**src/rtl/fetch_stage.sv**
```systemverilog
// Stage-1 instruction fetch: owns PC and the IR2/PC2 pipeline registers, drives the
// req/ack instruction-memory handshake, with a 1-entry skid buffer and redirect squash.
module fetch_stage #(
  parameter logic [31:0] RESET_PC  = 32'h0000_0000,
  parameter logic [31:0] NOP_INSTR = 32'h0000_0013
) (
  input  logic        clk,
  input  logic        reset,
  input  logic [1:0]  select_pc,
  input  logic        select_pc2,
  input  logic [1:0]  select_ir2,
  input  logic [31:0] jump_addr,
  input  logic [31:0] branch_addr,
  output logic        imem_req,
  output logic [31:0] imem_addr,
  input  logic        imem_ack,
  input  logic [31:0] imem_rdata,
  output logic [31:0] pc_output,
  output logic [31:0] pc2_output,
  output logic [31:0] ir2_output,
  output logic        fetch_busy
);

  typedef enum logic [1:0] {StBoot, StFetch, StSquash} state_e;

  state_e      state_q, state_d;
  logic [31:0] pc_q, pc_d;
  logic [31:0] pc2_q, pc2_d;
  logic [31:0] ir2_q, ir2_d;
  logic        buf_valid_q, buf_valid_d;
  logic [31:0] buf_q, buf_d;
  logic [31:0] buf_pc_q, buf_pc_d;
  logic [31:0] redir_pc_q, redir_pc_d;

  logic        ack_valid;
  logic        avail;
  logic [31:0] src_instr;
  logic [31:0] src_pc;
  logic [31:0] target;

  // SQUASH keeps presenting the old pc: the stale request must still complete.
  assign imem_req   = ((state_q == StFetch) && !buf_valid_q) || (state_q == StSquash);
  assign imem_addr  = pc_q;
  assign pc_output  = pc_q;
  assign pc2_output = pc2_q;
  assign ir2_output = ir2_q;

  // An ack without an outstanding request is a protocol error and is dropped.
  assign ack_valid = imem_ack && imem_req;
  assign avail     = buf_valid_q || ((state_q == StFetch) && ack_valid);
  assign src_instr = buf_valid_q ? buf_q : imem_rdata;
  assign src_pc    = buf_valid_q ? buf_pc_q : pc_q;
  assign target    = (select_pc == 2'd0) ? jump_addr : branch_addr;

  always_comb begin
    state_d     = state_q;
    pc_d        = pc_q;
    pc2_d       = pc2_q;
    ir2_d       = ir2_q;
    buf_valid_d = buf_valid_q;
    buf_d       = buf_q;
    buf_pc_d    = buf_pc_q;
    redir_pc_d  = redir_pc_q;
    fetch_busy  = 1'b0;

    unique case (state_q)
      StBoot: state_d = StFetch;

      StFetch: begin
        unique case (select_pc)
          2'd0, 2'd3: begin
            ir2_d       = NOP_INSTR;
            buf_valid_d = 1'b0;
            if (imem_req && !ack_valid) begin
              redir_pc_d = target;
              state_d    = StSquash;
            end else begin
              pc_d = target;
            end
          end
          2'd2: begin
            if (ack_valid) begin
              buf_valid_d = 1'b1;
              buf_d       = imem_rdata;
              buf_pc_d    = pc_q;
            end
          end
          default: begin
            if (avail) begin
              pc_d        = pc_q + 32'd4;
              buf_valid_d = 1'b0;
              unique case (select_ir2)
                2'd0: begin
                  ir2_d = src_instr;
                  if (!select_pc2) pc2_d = src_pc;
                end
                2'd1:    ir2_d = NOP_INSTR;
                default: ir2_d = ir2_q;
              endcase
            end else begin
              fetch_busy = 1'b1;
              if (select_ir2[1] == 1'b0) ir2_d = NOP_INSTR;
            end
          end
        endcase
      end

      StSquash: begin
        ir2_d = NOP_INSTR;
        if (ack_valid) begin
          pc_d    = redir_pc_q;
          state_d = StFetch;
        end
      end

      default: state_d = StBoot;
    endcase
  end

  always_ff @(posedge clk or negedge reset) begin
    if (!reset) begin
      state_q     <= StBoot;
      pc_q        <= RESET_PC;
      pc2_q       <= 32'h0;
      ir2_q       <= NOP_INSTR;
      buf_valid_q <= 1'b0;
      buf_q       <= 32'h0;
      buf_pc_q    <= 32'h0;
      redir_pc_q  <= 32'h0;
    end else begin
      state_q     <= state_d;
      pc_q        <= pc_d;
      pc2_q       <= pc2_d;
      ir2_q       <= ir2_d;
      buf_valid_q <= buf_valid_d;
      buf_q       <= buf_d;
      buf_pc_q    <= buf_pc_d;
      redir_pc_q  <= redir_pc_d;
    end
  end

endmodule
```
**config.mk**
```make
export PLATFORM = sky130hd
export DESIGN_NAME = fetch_stage
export DESIGN_NICKNAME = d
export VERILOG_FILES = /design/src/rtl/fetch_stage.sv
export SDC_FILE = /design/constraint.sdc
export NUM_CORES = 1
export LEC_CHECK = 0
export BUFFER_PORTS_ARGS = -buffer_cell sky130_fd_sc_hd__buf_2
export CAP_MARGIN = 20
export CORE_MARGIN = 4
export CORE_UTILIZATION = 35
export DETAILED_ROUTE_END_ITERATION = 8
export HOLD_SLACK_MARGIN = 0.08
export PLACE_DENSITY = 0.63
export SKIP_CTS_REPAIR_TIMING = 1
export SLEW_MARGIN = 30
export SYNTH_ARGS = -nofsm -noshare
export SYNTH_HDL_FRONTEND = slang
export SYNTH_SLANG_ARGS = --single-unit
```
**constraint.sdc**
```tcl
create_clock -name clk -period 2.35 [get_ports clk]
set_input_delay 0.47 -clock clk [delete_from_list [all_inputs] [get_ports clk]]
set_output_delay 0.47 -clock clk [all_outputs]
set_load 0.01 [all_outputs]
```
[Yosys cells after proc, flatten, opt, wreduce, memory -nomap -nowiden]
Cells that the tools add are included.
Word-level totals
  flip-flop bits (word level): 195
  bits of input ports: 104
  word-level logic and storage cells: 70
Operators by class
  $add $sub $neg: 1
  eq/ne operators: 14
  multiplexer cells: 23
  bitwise logic cells: 2
  reduce and logical (&&, ||, !) cells: 22
Operator list (count)
  32-bit one-hot mux with 2 select lines: 5
  32-bit two-way mux: 8
  32-bit by 3-bit adder with 32-bit output (second input constant): 1
  3-bit AND reduction: 4
  5-bit AND reduction: 2
  2-bit equality test (second input constant): 3
  2-bit zero test: 3
  2-bit two-way mux: 3
  2-bit != test (second input constant): 3
  2-bit one-hot mux with 3 select lines: 1
  1-bit two-way mux: 5
  5-bit by 2-bit != test with 1-bit output (second input constant): 1
  2-bit by 1-bit equality test with 1-bit output (second input constant): 2
  1-bit logical AND: 4
  2-bit by 1-bit != test with 1-bit output (second input constant): 2
  4-bit by 3-bit != test with 1-bit output (second input constant): 1
  4-bit AND reduction: 1
  3-bit by 2-bit != test with 1-bit output (second input constant): 1
  3-bit != test (second input constant): 1
  3-bit nonzero test: 1
  3-bit OR reduction: 1
  1-bit zero test: 2
  1-bit logical OR: 2
  1-bit NOT: 2
  other kinds (3): 3

[Depth between registers and ports, before layout]
Gate-level depths: netlist of the first run.
  word-level depth: 9
  gate-level depth with buffers: 10
  mapped depth without buffers: 7

[Least setup slack after synthesis of the first run]
Ideal clock, no wire load.
  path type: input to register
  from: input port select_pc[0]
  to: register ir2_q[4] (netlist: ir2_output[4])
  setup time: 0.089 ns
  arrival: 2.147 ns
  required time: 2.261 ns
  path slack: 0.114 ns
  stages: 8
  buffers on the path: 1
  cells stage by stage: inv_1 > ha_1 > a21oi_1 > mux2i_1 > or4_1 > clkbuf_1 > a211oi_1 > a21oi_1
On the way
  word-level cells in the longest chain between the ends: 4
RTL lines
  from (decl): RTL line 9  | input logic [1:0] select_pc,
  2-bit equality test or 2-bit zero test (tied branches): RTL line 70  | unique case (select_pc)
  2-bit OR reduction: RTL line 70
  5-bit by 2-bit != test with 1-bit output (no line), or another cell as far along
  4-bit AND reduction (no line) or 32-bit one-hot mux with 2 select lines (tied branches)
  to (signal assigned): RTL line 134  | ir2_q <= ir2_d;
  to (decl): RTL line 29  | logic [31:0] ir2_q, ir2_d;
Parallel ways exist; a longest one is shown, timed or not.
A chain may end at the register's enable or synchronous reset.

[Final worst setup path of the first run]
  from: register state_q[1]
  to: output port fetch_busy
On the way
  word-level cells in the longest chain between the ends: 9
RTL lines
  from (decl): RTL line 26  | state_e state_q, state_d;
  from (signal assigned): RTL line 122  | state_q <= StBoot;
  from (signal assigned): RTL line 131  | state_q <= state_d;
  2-bit by 1-bit equality test with 1-bit output: RTL line 42, 50, 66
  1-bit logical AND: RTL line 42  | assign imem_req = ((state_q == StFetch) && !buf_valid_q) || (state_q == StSquash);
  1-bit logical OR: RTL line 42
  1-bit logical AND: RTL line 49  | assign ack_valid = imem_ack && imem_req;
  1-bit logical AND: RTL line 50  | assign avail = buf_valid_q || ((state_q == StFetch) && ack_valid);
  1-bit logical OR: RTL line 50
  1-bit two-way mux: RTL line 89  | if (avail) begin
  1-bit two-way mux: RTL line 70
  1-bit two-way mux (*): RTL line 66  | unique case (state_q)
  to (decl): RTL line 21  | output logic fetch_busy
Mark *: on every way between the ends. The rest lies on a longest branch, timed or not.

==> results of run 1 <==
[per-layer routing]
| layer | track usage | vias to the layer above | routed length [um] |
|---|---|---|---|
| met3 | 0.0364 | 18 | 1460 |
| met5 | 0 | - | 0 |
| met1 | 0.243 | 3673 | 12500 |
| met2 | 0.267 | 230 | 11600 |
| met4 | 0.0337 | 0 | 252 |
| li1 | - | 3750 | - |
[power groups by stage]
stage                     logic, W  clock network [W]  registers, W
after floorplan            0.00403                  0       0.00606
after global placement     0.00668                  0       0.00590
after detailed placement   0.00679                  0       0.00598
after CTS                  0.00682            0.00309       0.00591
after global routing       0.00751            0.00323       0.00613
final                      0.00679            0.00300       0.00589
[worst min path at each step]
stage | startpoint | end | slack (ns)
detailed placement | ir2_output[0] | ir2_output[0] | 0.45
finish | imem_rdata[9] | buf_q[9] | 0.29
global route | imem_rdata[9] | buf_q[9] | 0.26
global placement | ir2_output[0] | ir2_output[0] | 0.45
floorplan | reset | buf_pc_q[0] | 0.17
CTS | reset | ir2_output[25] | 0.008
[cell usage after synthesis, drive strengths merged, types with 3 or more instances]
| library cell | n | area, um2 |
|---|---|---|
| dfrtp | 192 | 4800 |
| o21ai | 149 | 746 |
| nand2 | 133 | 499 |
| mux2i | 96 | 961 |
| mux2 | 66 | 743 |
| buf | 53 | 340 |
| clkbuf | 48 | 180 |
| a21oi | 37 | 185 |
| nor2 | 26 | 97.6 |
| inv | 15 | 56.3 |
| nand4 | 14 | 103 |
| nand3 | 13 | 65.1 |
| a31oi | 9 | 56.3 |
| a211oi | 8 | 60.1 |
| ha | 8 | 100 |
| nor3 | 7 | 40.0 |
| and3 | 6 | 37.5 |
| nor2b | 5 | 31.3 |
| nor4 | 5 | 46.3 |
| a22oi | 4 | 30.0 |
| or4 | 4 | 31.3 |
| a21boi | 3 | 22.5 |
| dfstp | 3 | 78.8 |
| o2111ai | 3 | 26.3 |
| o31ai | 3 | 22.5 |
| or3 | 3 | 18.8 |
[flip-flops by register name, summed over array words and instances, names as in the netlist]
register     cells
redir_pc_q      32
buf_valid_q      1
buf_q           32
ir2_output      32
buf_pc_q        32
state_q          2
pc2_output      32
imem_addr       32
[per-stage QoR]
| stage | area (um2) | setup slack, ns | hold WS [ns] | setup TNS [ns] |
|---|---|---|---|---|
| final | 12000 | 0.125 | 0.287 | 0 |
| after global routing | 12000 | 0.0184 | 0.262 | 0 |
| after CTS | 12000 | -0.137 | 0.00773 | -0.185 |
| after detailed placement | 11400 | -0.0454 | 0.453 | -0.188 |
| after global placement | 11400 | 0.0149 | 0.450 | 0 |
| after floorplan | 9620 | 0.114 | 0.174 | 0 |
[logic make-up (layout without fill, tap and decap cells)]
family                   Yosys count  count (layout)  synth area share
flip-flops                       195             195             0.507
AO/OA/AOI/OAI                    235             235             0.136
buffers and inverters            117             346            0.0603
AND/OR/NAND/NOR                  226             226             0.109
adder cells (fa/ha/maj)            8               8            0.0104
multiplexers                     162             162             0.177
[final cells by class]
cell class                 count  area share
multi-input combinational    631       0.352
clock buffer                  18      0.0364
inverter                      16     0.00498
tap                          341      0.0354
timing repair buffer         298       0.151
clock inverter                14      0.0140
sequential                   195       0.406
==> results.cfg, run 1 <==
[outcome]
status = completed

[synth]
syn_area_per_cell_um2 = 10.2
syn_inst = 943
async_reset_ff_frac = 1.00
synth_cell_types = 58
synth_seq_cells = 195
yosysWarnings = 0
seq_area_frac_synth = 0.507
synth-edff-count = 0
synth_nets = 1055
synthesis.area_mm2 = 0.00962
ys.flop_type = dfrtp_1

[place]
placedCellCount = 1480
io_buffers = 233
dpl.hpwl_mm = 18.9
gp_congestion = 0.853

[worst_setup_path]
rr_worst_depth = 9
crit_path_start_kind = flop
crit_cells = 5
cpLargestDelayFamily = flip-flops
path_class = flop to primary output
endpoint_kind = primary output
slowest_stage = dfrtp_1
regToRegSetupSlack_ns = 0.20
reg2reg_to = imem_addr[28]
cp_max_fo = 10
cp.buffers_inverters = 2
worstPathCellList = inv_1 > ha_4 > a21oi_1 > and3_1 > buf_2
crit_required_ns = 1.88
r2r_start = state_q[0]
endpoint = fetch_busy
startpoint = state_q[1]
critPathMaxStageDelay_ns = 0.37
arrival_ns = 1.75

[final_layout]
drive_gt1_frac = 0.355
syn2layout_area_growth_pct = 25.2
diodes = 0
final_cells = 1513
multi_input_area_mm2 = 0.00425
nFillCells = 2605
register_area_mm2 = 0.00489
final_util = 0.446
final_cell_mix = 232 x buf_2, 190 x dfrtp_1, 146 x o21ai_0, 133 x nand2_1, 95 x mux2i_1
nets = 1271
final_common_cell = buf_2

[clocking]
cts-root-buf = clkbuf_16
clock_sinks = 195
cts_tree = yes
path_clk_slew_ns = 0.08
h-tree-depth = 4
cts_buffer_depth = 2
cts_made_buffers = 17
clkLatencyLatePin_ns = 0.43

[floorplanning]
io_pins = 234
fp.dieH_um = 174
row_count = 60
die-area_mm2 = 0.0302
start_util = 0.356
core_region_area_mm2 = 0.0270
fp.dieW_um = 174

[worst_hold_path]
min_path_cells = 2
hp-class = input pin to flop

[global_routing]
grt_pass1_vias = 7489
antenna_found_initial = 0
grt_pass1_wl_mm = 41.3
grt_max_degree = 64
grt_overflow_total = 0
grt_usage = 0.170

[sta]
layout_min_cycle_time_ns = 2.22
tightestPinTransition_ns = 0.814
maxSlewViolCount = 0
rsz0062_at_grt = no
setup_violations = 0
fmax_mhz = 450
hold_viol_final = 0
relSlewSlack = 0.458
fin_crit_sh = 0.947
fin_worst_skew_ns = 0.0130

[route]
ant_nets = 0
drc = 0
dr.pass1.iters = 5
wl_mm = 25.8
post_drt_wl_per_cell_um = 17.0
vias_per_cell = 5.07
vias = 7671
dr.first_iter.drc_count = 390

[power_and_ir_drop]
p_int_w = 0.00947
powerDensity_mw_per_mm2 = 1300
cellLeakagePower_nw = 5.76
switching_share = 0.396
combPwrFrac = 0.433
power.total_w = 0.0157
clock_power_share = 0.191
power_switching_w = 0.00622
seqPwrFrac = 0.376
ir_drop_uv = 557

[job]
drv_cap = 0
Power figures use the tool's default switching activity.
==> run 2: changes to the inputs <==
ABC_AREA = 1   (was not set)
clock period = 2.4 ns   (was 2.35 ns; I/O delays follow)
==> run 2 against run 1 <==
Sequential share of layout area is 0.20 points higher; final area fell by 0.58%; critical endpoint is now imem_req; largest power group unchanged; clock power is 6% lower; critical path type unchanged; clock skew down 0.0014 ns.
==> results.cfg, run 2 <==
[outcome]
status = completed

[worst_setup_path]
cp.buffers_inverters = 3
r2r_start = state_q[1]
regToRegSetupSlack_ns = 0.36
cp_max_fo = 10
path_class = flop to primary output
reg2reg_to = pc2_output[28]
worstPathCellList = inv_1 > ha_2 > inv_2 > o21ai_4 > buf_2
arrival_ns = 1.71
startpoint = state_q[1]
critPathMaxStageDelay_ns = 0.39
rr_worst_depth = 9
crit_required_ns = 1.92
slowest_stage = dfrtp_1
crit_path_start_kind = flop
cpLargestDelayFamily = flip-flops
endpoint_kind = primary output

[route]
vias_per_cell = 4.84
dr.first_iter.drc_count = 741
dr.pass1.iters = 5
vias = 9045
drc = 0
post_drt_wl_per_cell_um = 15.3
ant_nets = 0
wl_mm = 28.7

[clocking]
clkLatencyLatePin_ns = 0.43
path_clk_slew_ns = 0.08
cts_buffer_depth = 2
cts_tree = yes
cts_made_buffers = 17
cts-root-buf = clkbuf_16
clock_sinks = 195
h-tree-depth = 4

[global_routing]
grt_pass1_wl_mm = 45.8
antenna_found_initial = 1
grt_overflow_total = 0
grt_max_degree = 129
grt_usage = 0.183
grt_pass1_vias = 8405

[synth]
ys.flop_type = dfrtp_1
syn_area_per_cell_um2 = 7.62
yosysMostFrequentCell = nand2_1
yosysWarnings = 0
yosysTopAreaCellShare = 0.484
syn_inst = 1301
synth_seq_cells = 195
seq_area_frac_synth = 0.492
synth_nets = 1413
synth_cell_types = 35
synth-edff-count = 0
synthesis.area_mm2 = 0.00992
synth_area_leader_cell = dfrtp_1
async_reset_ff_frac = 1.00
synthTopCellsByArea = dfrtp_1 48%, nand2_1 16%, o21ai_0 8.3%
ys_top_cells_by_count = 411 x nand2_1, 192 x dfrtp_1, 164 x o21ai_0

[place]
gp_congestion = 0.916
io_buffers = 233
placedCellCount = 1835
pre_cts_slack_ns = 0.276
dpl.hpwl_mm = 20.9

[final_layout]
final_cells = 1868
final_cell_mix = 411 x nand2_1, 232 x buf_2, 192 x dfrtp_1, 164 x o21ai_0
nets = 1589
drive_gt1_frac = 0.206
diodes = 0
final_common_cell = nand2_1
syn2layout_area_growth_pct = 20.8
nFillCells = 2856

[floorplanning]
start_util = 0.356
fp.dieH_um = 176
fp.dieW_um = 176
io_pins = 234
core_region_area_mm2 = 0.0279
row_count = 61
die-area_mm2 = 0.0311

[sta]
layout_min_cycle_time_ns = 2.19
setup_violations = 0
setup_ws_ns = 0.212
fmax_mhz = 457
maxSlewViolCount = 0
rsz0062_at_grt = no
relSlewSlack = 0.682
tightestPinTransition_ns = 0.476
hold_viol_final = 0
fin_crit_sh = 0.912
worst_hold_slack_ns = 0.316
tns_ns = 0
fin_worst_skew_ns = 0.0116

[power_and_ir_drop]
ir_drop_uv = 606
powerDensity_mw_per_mm2 = 1290
cellLeakagePower_nw = 6.15
switching_share = 0.442
combPwrFrac = 0.435
power_switching_w = 0.00684
p_int_w = 0.00862
clock_power_share = 0.183
power.total_w = 0.0155
seqPwrFrac = 0.382

[job]
drv_cap = 0

[worst_hold_path]
holdPathEnd = buf_q[15]
min_path_cells = 3
hp-class = input pin to flop
min_from = imem_rdata[15]
==> run 2: power by group through the flow <==
stage                     registers [W]  logic (W)  clock network, W
after floorplan                 0.00593    0.00422                 0
after global placement          0.00592    0.00662                 0
after detailed placement        0.00596    0.00676                 0
after CTS                       0.00590    0.00679           0.00289
after global routing            0.00612    0.00762           0.00302
final                           0.00590    0.00673           0.00282
==> run 2: cells by family after synthesis <==
family	share of synthesized area
simple gates	0.232
compound gates	0.163
buf+inv	0.0994
flops	0.492
fa+ha+maj	0.0101
mux	0.00315
==> run 2: worst reg2reg max path, stage by stage (launching register included) <==
cell and delay (ns):
dfrtp_1 0.39, inv_1 0.12, ha_2 0.32, nand2_1 0.10, nand2_2 0.12, nand3_1 0.12, nor3_4 0.23, buf_12 0.30
nor2_1 0.11, a31oi_1 0.15
==> run 2: cell type report <==
| type | count | area [um2] | area share |
|---|---|---|---|
| Sequential cell | 195 | 4880 | 0.408 |
| Multi-Input combinational cell | 882 | 4070 | 0.340 |
| Timing Repair Buffer | 259 | 1510 | 0.126 |
| Tap cell | 378 | 473 | 0.0395 |
| Inverter | 122 | 458 | 0.0382 |
| Clock buffer | 18 | 439 | 0.0367 |
| Clock inverter | 14 | 146 | 0.0122 |
==> run 2: layer usage <==
metal / routed length, um / GRT usage / share of wire
met1: 13600 / 0.273 / 0.48
met4: 398 / 0.0487 / 0.014
met5: 13 / 0 / 0.00045
met2: 12300 / 0.273 / 0.43
met3: 2270 / 0.0355 / 0.079
==> run 2: worst max path at each step <==
stage	end	depth (start not counted)
2_1_floorplan	imem_addr[7]	11
3_3_place_gp	pc2_output[25]	9
3_5_place_dp	pc2_output[29]	9
4_1_cts	imem_req	5
5_1_grt	imem_req	5
6_report	imem_req	5
==> run 2: through the flow <==
stage | area [um2] | util
after floorplan | 9920 | -
after global placement | 11400 | 0.408
after detailed placement | 11400 | 0.408
after CTS | 12000 | 0.429
after global routing | 12000 | 0.430
final | 12000 | 0.430
